<file path="src/rtl/hex_guess_entry_pkg.sv">
// Shared widths, state encoding and edit-buffer opcodes for the guess entry path.
package hex_guess_entry_pkg;

  localparam int NUM_DIGITS = 4;
  localparam int DIGIT_W    = 4;
  localparam int GUESS_W    = NUM_DIGITS * DIGIT_W;
  localparam int CNT_W      = 3;

  typedef enum logic [1:0] {
    EMPTY   = 2'd0,
    PARTIAL = 2'd1,
    FULL    = 2'd2,
    OFFER   = 2'd3
  } state_e;

  // Operation applied to the edit buffer on the next edge.
  typedef enum logic [1:0] {
    SR_HOLD = 2'd0,
    SR_SHL  = 2'd1,
    SR_SHR  = 2'd2,
    SR_CLR  = 2'd3
  } sr_op_e;

endpackage

</file>
<file path="src/rtl/hex_guess_entry_nibble_shift_reg.sv">
// Nibble-wide edit buffer with a digit counter. The caller guarantees the
// counter never under/overflows (it gates SHL in FULL and SHR in EMPTY).
module nibble_shift_reg
  import hex_guess_entry_pkg::*;
(
  input  logic               clk,
  input  logic               reset,
  input  sr_op_e             i_op,
  input  logic [DIGIT_W-1:0] i_nibble,
  output logic [GUESS_W-1:0] o_data,
  output logic [CNT_W-1:0]   o_count
);

  logic [GUESS_W-1:0] r_data;
  logic [CNT_W-1:0]   r_count;

  // Apply the selected edit operation; newest digit always lives in [3:0].
  always_ff @(posedge clk) begin
    if (reset) begin
      r_data  <= '0;
      r_count <= '0;
    end else begin
      case (i_op)
        SR_SHL: begin
          r_data  <= {r_data[GUESS_W-DIGIT_W-1:0], i_nibble};
          r_count <= r_count + CNT_W'(1);
        end
        SR_SHR: begin
          r_data  <= {{DIGIT_W{1'b0}}, r_data[GUESS_W-1:DIGIT_W]};
          r_count <= r_count - CNT_W'(1);
        end
        SR_CLR: begin
          r_data  <= '0;
          r_count <= '0;
        end
        default: begin
          r_data  <= r_data;
          r_count <= r_count;
        end
      endcase
    end
  end

  assign o_data  = r_data;
  assign o_count = r_count;

endmodule

</file>
<file path="src/rtl/hex_guess_entry.sv">
// Hex guess entry: edits a four-digit buffer from user strobes and offers the
// completed guess downstream over valid/ready. All outputs are registered.
module hex_guess_entry
  import hex_guess_entry_pkg::*;
(
  input  logic               clk,
  input  logic               reset,
  input  logic [DIGIT_W-1:0] digit_in,
  input  logic               digit_valid,
  input  logic               backspace,
  input  logic               clear,
  input  logic               submit,
  input  logic               guess_ready,
  output logic [GUESS_W-1:0] guess_out,
  output logic               guess_valid,
  output logic [GUESS_W-1:0] entry_digits,
  output logic [CNT_W-1:0]   entry_count,
  output logic               reject
);

  state_e             r_state;
  state_e             w_state_nxt;
  sr_op_e             w_op;
  logic               w_reject_nxt;
  logic               w_load_guess;
  logic [GUESS_W-1:0] r_guess;
  logic               r_reject;
  logic [GUESS_W-1:0] w_buf;
  logic [CNT_W-1:0]   w_count;

  nibble_shift_reg u_buf (
    .clk      (clk),
    .reset    (reset),
    .i_op     (w_op),
    .i_nibble (digit_in),
    .o_data   (w_buf),
    .o_count  (w_count)
  );

  // State, offered guess and reject pulse registers.
  always_ff @(posedge clk) begin
    if (reset) begin
      r_state  <= EMPTY;
      r_guess  <= '0;
      r_reject <= 1'b0;
    end else begin
      r_state  <= w_state_nxt;
      r_reject <= w_reject_nxt;
      if (w_load_guess) r_guess <= w_buf;
    end
  end

  // Command arbitration (clear > submit > backspace > digit) and next state.
  // Only the winning command can reject; losers are dropped silently.
  always_comb begin
    w_state_nxt  = r_state;
    w_op         = SR_HOLD;
    w_reject_nxt = 1'b0;
    w_load_guess = 1'b0;
    if (r_state == OFFER) begin
      // Buffer is already empty here; every command is refused.
      w_reject_nxt = clear | submit | backspace | digit_valid;
      if (guess_ready) w_state_nxt = EMPTY;
    end else if (clear) begin
      w_op        = SR_CLR;
      w_state_nxt = EMPTY;
    end else if (submit) begin
      if (r_state == FULL) begin
        w_load_guess = 1'b1;
        w_op         = SR_CLR;
        w_state_nxt  = OFFER;
      end else begin
        w_reject_nxt = 1'b1;
      end
    end else if (backspace) begin
      if (r_state == EMPTY) begin
        w_reject_nxt = 1'b1;
      end else begin
        w_op        = SR_SHR;
        w_state_nxt = (w_count == CNT_W'(1)) ? EMPTY : PARTIAL;
      end
    end else if (digit_valid) begin
      if (r_state == FULL) begin
        w_reject_nxt = 1'b1;
      end else begin
        w_op        = SR_SHL;
        w_state_nxt = (w_count == CNT_W'(NUM_DIGITS - 1)) ? FULL : PARTIAL;
      end
    end
  end

  assign guess_out    = r_guess;
  assign guess_valid  = (r_state == OFFER);
  assign entry_digits = w_buf;
  assign entry_count  = w_count;
  assign reject       = r_reject;

endmodule

</file>
<file path="config.mk">
export PLATFORM = sky130hd
export DESIGN_NAME = hex_guess_entry
export DESIGN_NICKNAME = d
export VERILOG_FILES = /design/src/rtl/hex_guess_entry_pkg.sv /design/src/rtl/hex_guess_entry_nibble_shift_reg.sv /design/src/rtl/hex_guess_entry.sv
export SDC_FILE = /design/constraint.sdc
export NUM_CORES = 1
export LEC_CHECK = 0
export BUFFER_PORTS_ARGS = -buffer_cell sky130_fd_sc_hd__buf_2
export CAP_MARGIN = 10
export CORE_AREA = 2 2 65 67
export CTS_CLUSTER_SIZE = 28
export DETAILED_ROUTE_END_ITERATION = 10
export DIE_AREA = 0 0 67 69
export PLACE_DENSITY_LB_ADDON = 0.3
export SLEW_MARGIN = 10
export SYNTH_ARGS = -nofsm -noshare
export SYNTH_HDL_FRONTEND = slang
export SYNTH_HIERARCHICAL = 1
export SYNTH_SLANG_ARGS = --single-unit
</file>
<file path="constraint.sdc">
create_clock -name clk -period 2.1 [get_ports clk]
set_input_delay 0.315 -clock clk [delete_from_list [all_inputs] [get_ports clk]]
set_output_delay 0.315 -clock clk [all_outputs]
set_load 0.05 [all_outputs]
</file>
==> results_dict.tcl <==
set metrics [dict create \
    status "completed" \
    drc 0 \
    crit_fanout 5 \
    htreeDepth 2 \
    timing.hold.ws_ns 0.276 \
    cp-start-kind "flip-flop" \
    synth_top_cells_by_area "dfxtp_1 (44%), mux2i_1 (11%), nand2_1 (7.7%)" \
    p_leak_uw 0.000963 \
    max_freq_mhz 557 \
    antenna_found_initial 0 \
    fin_worst_skew_ns 0.00467 \
    dp.final_hpwl_mm 2.60 \
    grt_usage_pct 17.5 \
    clkSinkCount 38 \
    grt_max_degree 34 \
    gp_congestion 0.853 \
    viasPerCell 5.12 \
    num_rows 23 \
    cts_root_buffer "clkbuf_8" \
    hold_class "input pin to flip-flop" \
    clockBufferDepth 2 \
    pin_count 48 \
    postCtsSetupBuffers 0 \
    critPathRequiredTime_ns 2.27 \
    cts_tree "built" \
    period_share_pct 85.4 \
    grt_first_pass_wirelength_mm 6.33 \
    cts_resized 0 \
    vdd_ir_drop_max_mv 0.527 \
    io_buffers 47 \
    syn_nets 212 \
    utilization_pct 54.7 \
    n_antenna_cell 0 \
    vias 1536 \
    die_h_um 69 \
    async_reset_ff_share_pct 0 \
    yosysWarnings 6 \
    globalRouteOverflowTotal 0 \
    wl_mm 3.83 \
    end_kind "flip-flop" \
    max_slew_margin_pct 68.5 \
    synth_common_cells "dfxtp_1 (38), nand2_1 (36), a21oi_1 (24)" \
    slowest_delay_ns 0.41 \
    postCtsHoldBufs 0 \
    cp.arrival_ns 1.97 \
    syn_area_sq_mm 0.00175 \
    hold_viol_final 0 \
    tightestPinTransition_ns 0.465 \
    crit_chain "a21oi_1 > o22ai_2 > and2b_1 > xor2_1 > ha_1 > mux2i_1 > a2bb2oi_1 > nor2_1" \
    min_period_ns 1.79 \
    synth-edff-count 0 \
    syn_area_per_cell_sq_um 8.73 \
    dp.cells 292 \
    drv_cap 0 \
    cts_buffers 5 \
    power_density_mw_per_mm2 767 \
    rsz0062_at_grt "false" \
    clk_pin_slew_ns 0.07 \
    drt_iter0_drc 80 \
    finish.net_count 261 \
    power_uw 1640 \
    initial_core_util_pct 44.6 \
    grt_pass1_vias 1389 \
    area_growth_pct 22.7 \
    yosysMostFrequentCell "dfxtp_1" \
    core_area_sq_mm 0.00391 \
    yosysUniqueCellTypes 35 \
    dr.pass1.iters 4 \
    ys_seq_area_share_pct 43.6 \
    finalSetupTns_ns 0 \
    setup_viol 0 \
    yosys_most_used_dff "dfxtp_1" \
    clock_latency_ns 0.28 \
    yosysTopAreaCell "dfxtp_1" \
    syn_inst 200 \
    dieArea_sq_mm 0.00462 \
    ys_ff_latch 38 \
    antenna_left 0 \
    worstSetupPathType "flip-flop to flip-flop" \
    drive_gt1_share_pct 28.0 \
    finalNonFillerCells 300 \
    die_x_um 67 \
    yosysTopAreaCellShare_pct 43.6 \
    drv_slew 0 \
    critPathSlowestCell "dfxtp_1" \
    wl_per_cell_um 12.8 \
]
per-layer routing:
| metal | GRT usage, % | vias up | wire [um] |
|---|---|---|---|
| met5 | 0 | - | 0 |
| met1 | 23.8 | 707 | 1850 |
| met2 | 26.6 | 36 | 1740 |
| met3 | 4.24 | 5 | 204 |
| li1 | - | 788 | - |
| met4 | 6.12 | 0 | 44 |
cells by family after synthesis:
group,synth area share [%]
flops,43.6
mux,10.9
xor+xnor,1.00
compound gates,16.1
buf+inv,6.02
fa+ha+maj,0.717
simple gates,21.7
area by class of cell:
type                       instances  area [sq um]
clock buffer                       7          76.3
clock inverter                     1          30.0
timing repair buffer              58           318
tap                               50          62.6
multi-input combinational        144           886
inverter                           2          7.51
sequential                        38           761
fill                             385          1770
worst max-delay path, delay by kind of cell, from the launching register on:
family                   cells  cell delay (ns)
flip-flops                   1             0.41
adder cells (fa/ha/maj)      1             0.29
AO/OA/AOI/OAI                3             0.42
XOR/XNOR                     1             0.15
multiplexers                 1             0.14
AND/OR/NAND/NOR              2             0.28
cell usage in the layout, fill, tap and decap left out, types with 2 or more instances in the layout:
cell	Yosys	routed
a221oi_1	2	2
nand2b_1	3	3
nor2_1	15	15
a21oi_1	24	24
xor2_1	2	2
mux2i_1	19	19
o21ai_0	3	3
clkbuf_1	5	2
a2bb2oi_1	9	9
o21a_1	2	2
inv_1	2	2
buf_2	5	47
or2_1	4	4
dfxtp_1	38	38
nand2_1	36	36
clkbuf_8	0	5
nand3b_1	2	2
buf_4	2	11
nor3_1	8	8
sequential cells by signal (all words and copies together), names as in the netlist:
name and count:
u_buf/o_count 3, r_state 2, guess_out 16, reject 1, u_buf/o_data 16
worst paths after layout:
path | startpoint | endpoint | slack, ns | depth (start not counted)
worst max-delay path | r_state[1] | u_buf/o_count[1] | 0.31 | 8
worst min-delay path | digit_in[2] | u_buf/o_data[2] | 0.28 | 3
worst max register to register | r_state[1] | u_buf/o_count[1] | 0.31 | 8
worst min register to register | guess_out[0] | guess_out[0] | 0.45 | 2
power breakdown:
group / internal (uW) / switching, uW
registers: 740 / 24.2
logic: 114 / 175
clock network: 355 / 235
total: 1210 / 434
stage by stage:
stage | instance area, sq um | worst slack [ns]
after CTS | 2140 | 0.302
after global routing | 2140 | 0.126
after floorplan | 1750 | 0.0440
after detailed placement | 2030 | 0.153
final | 2140 | 0.306
after global placement | 2030 | 0.193
Note: power is estimated with default switching activity, not from simulation.
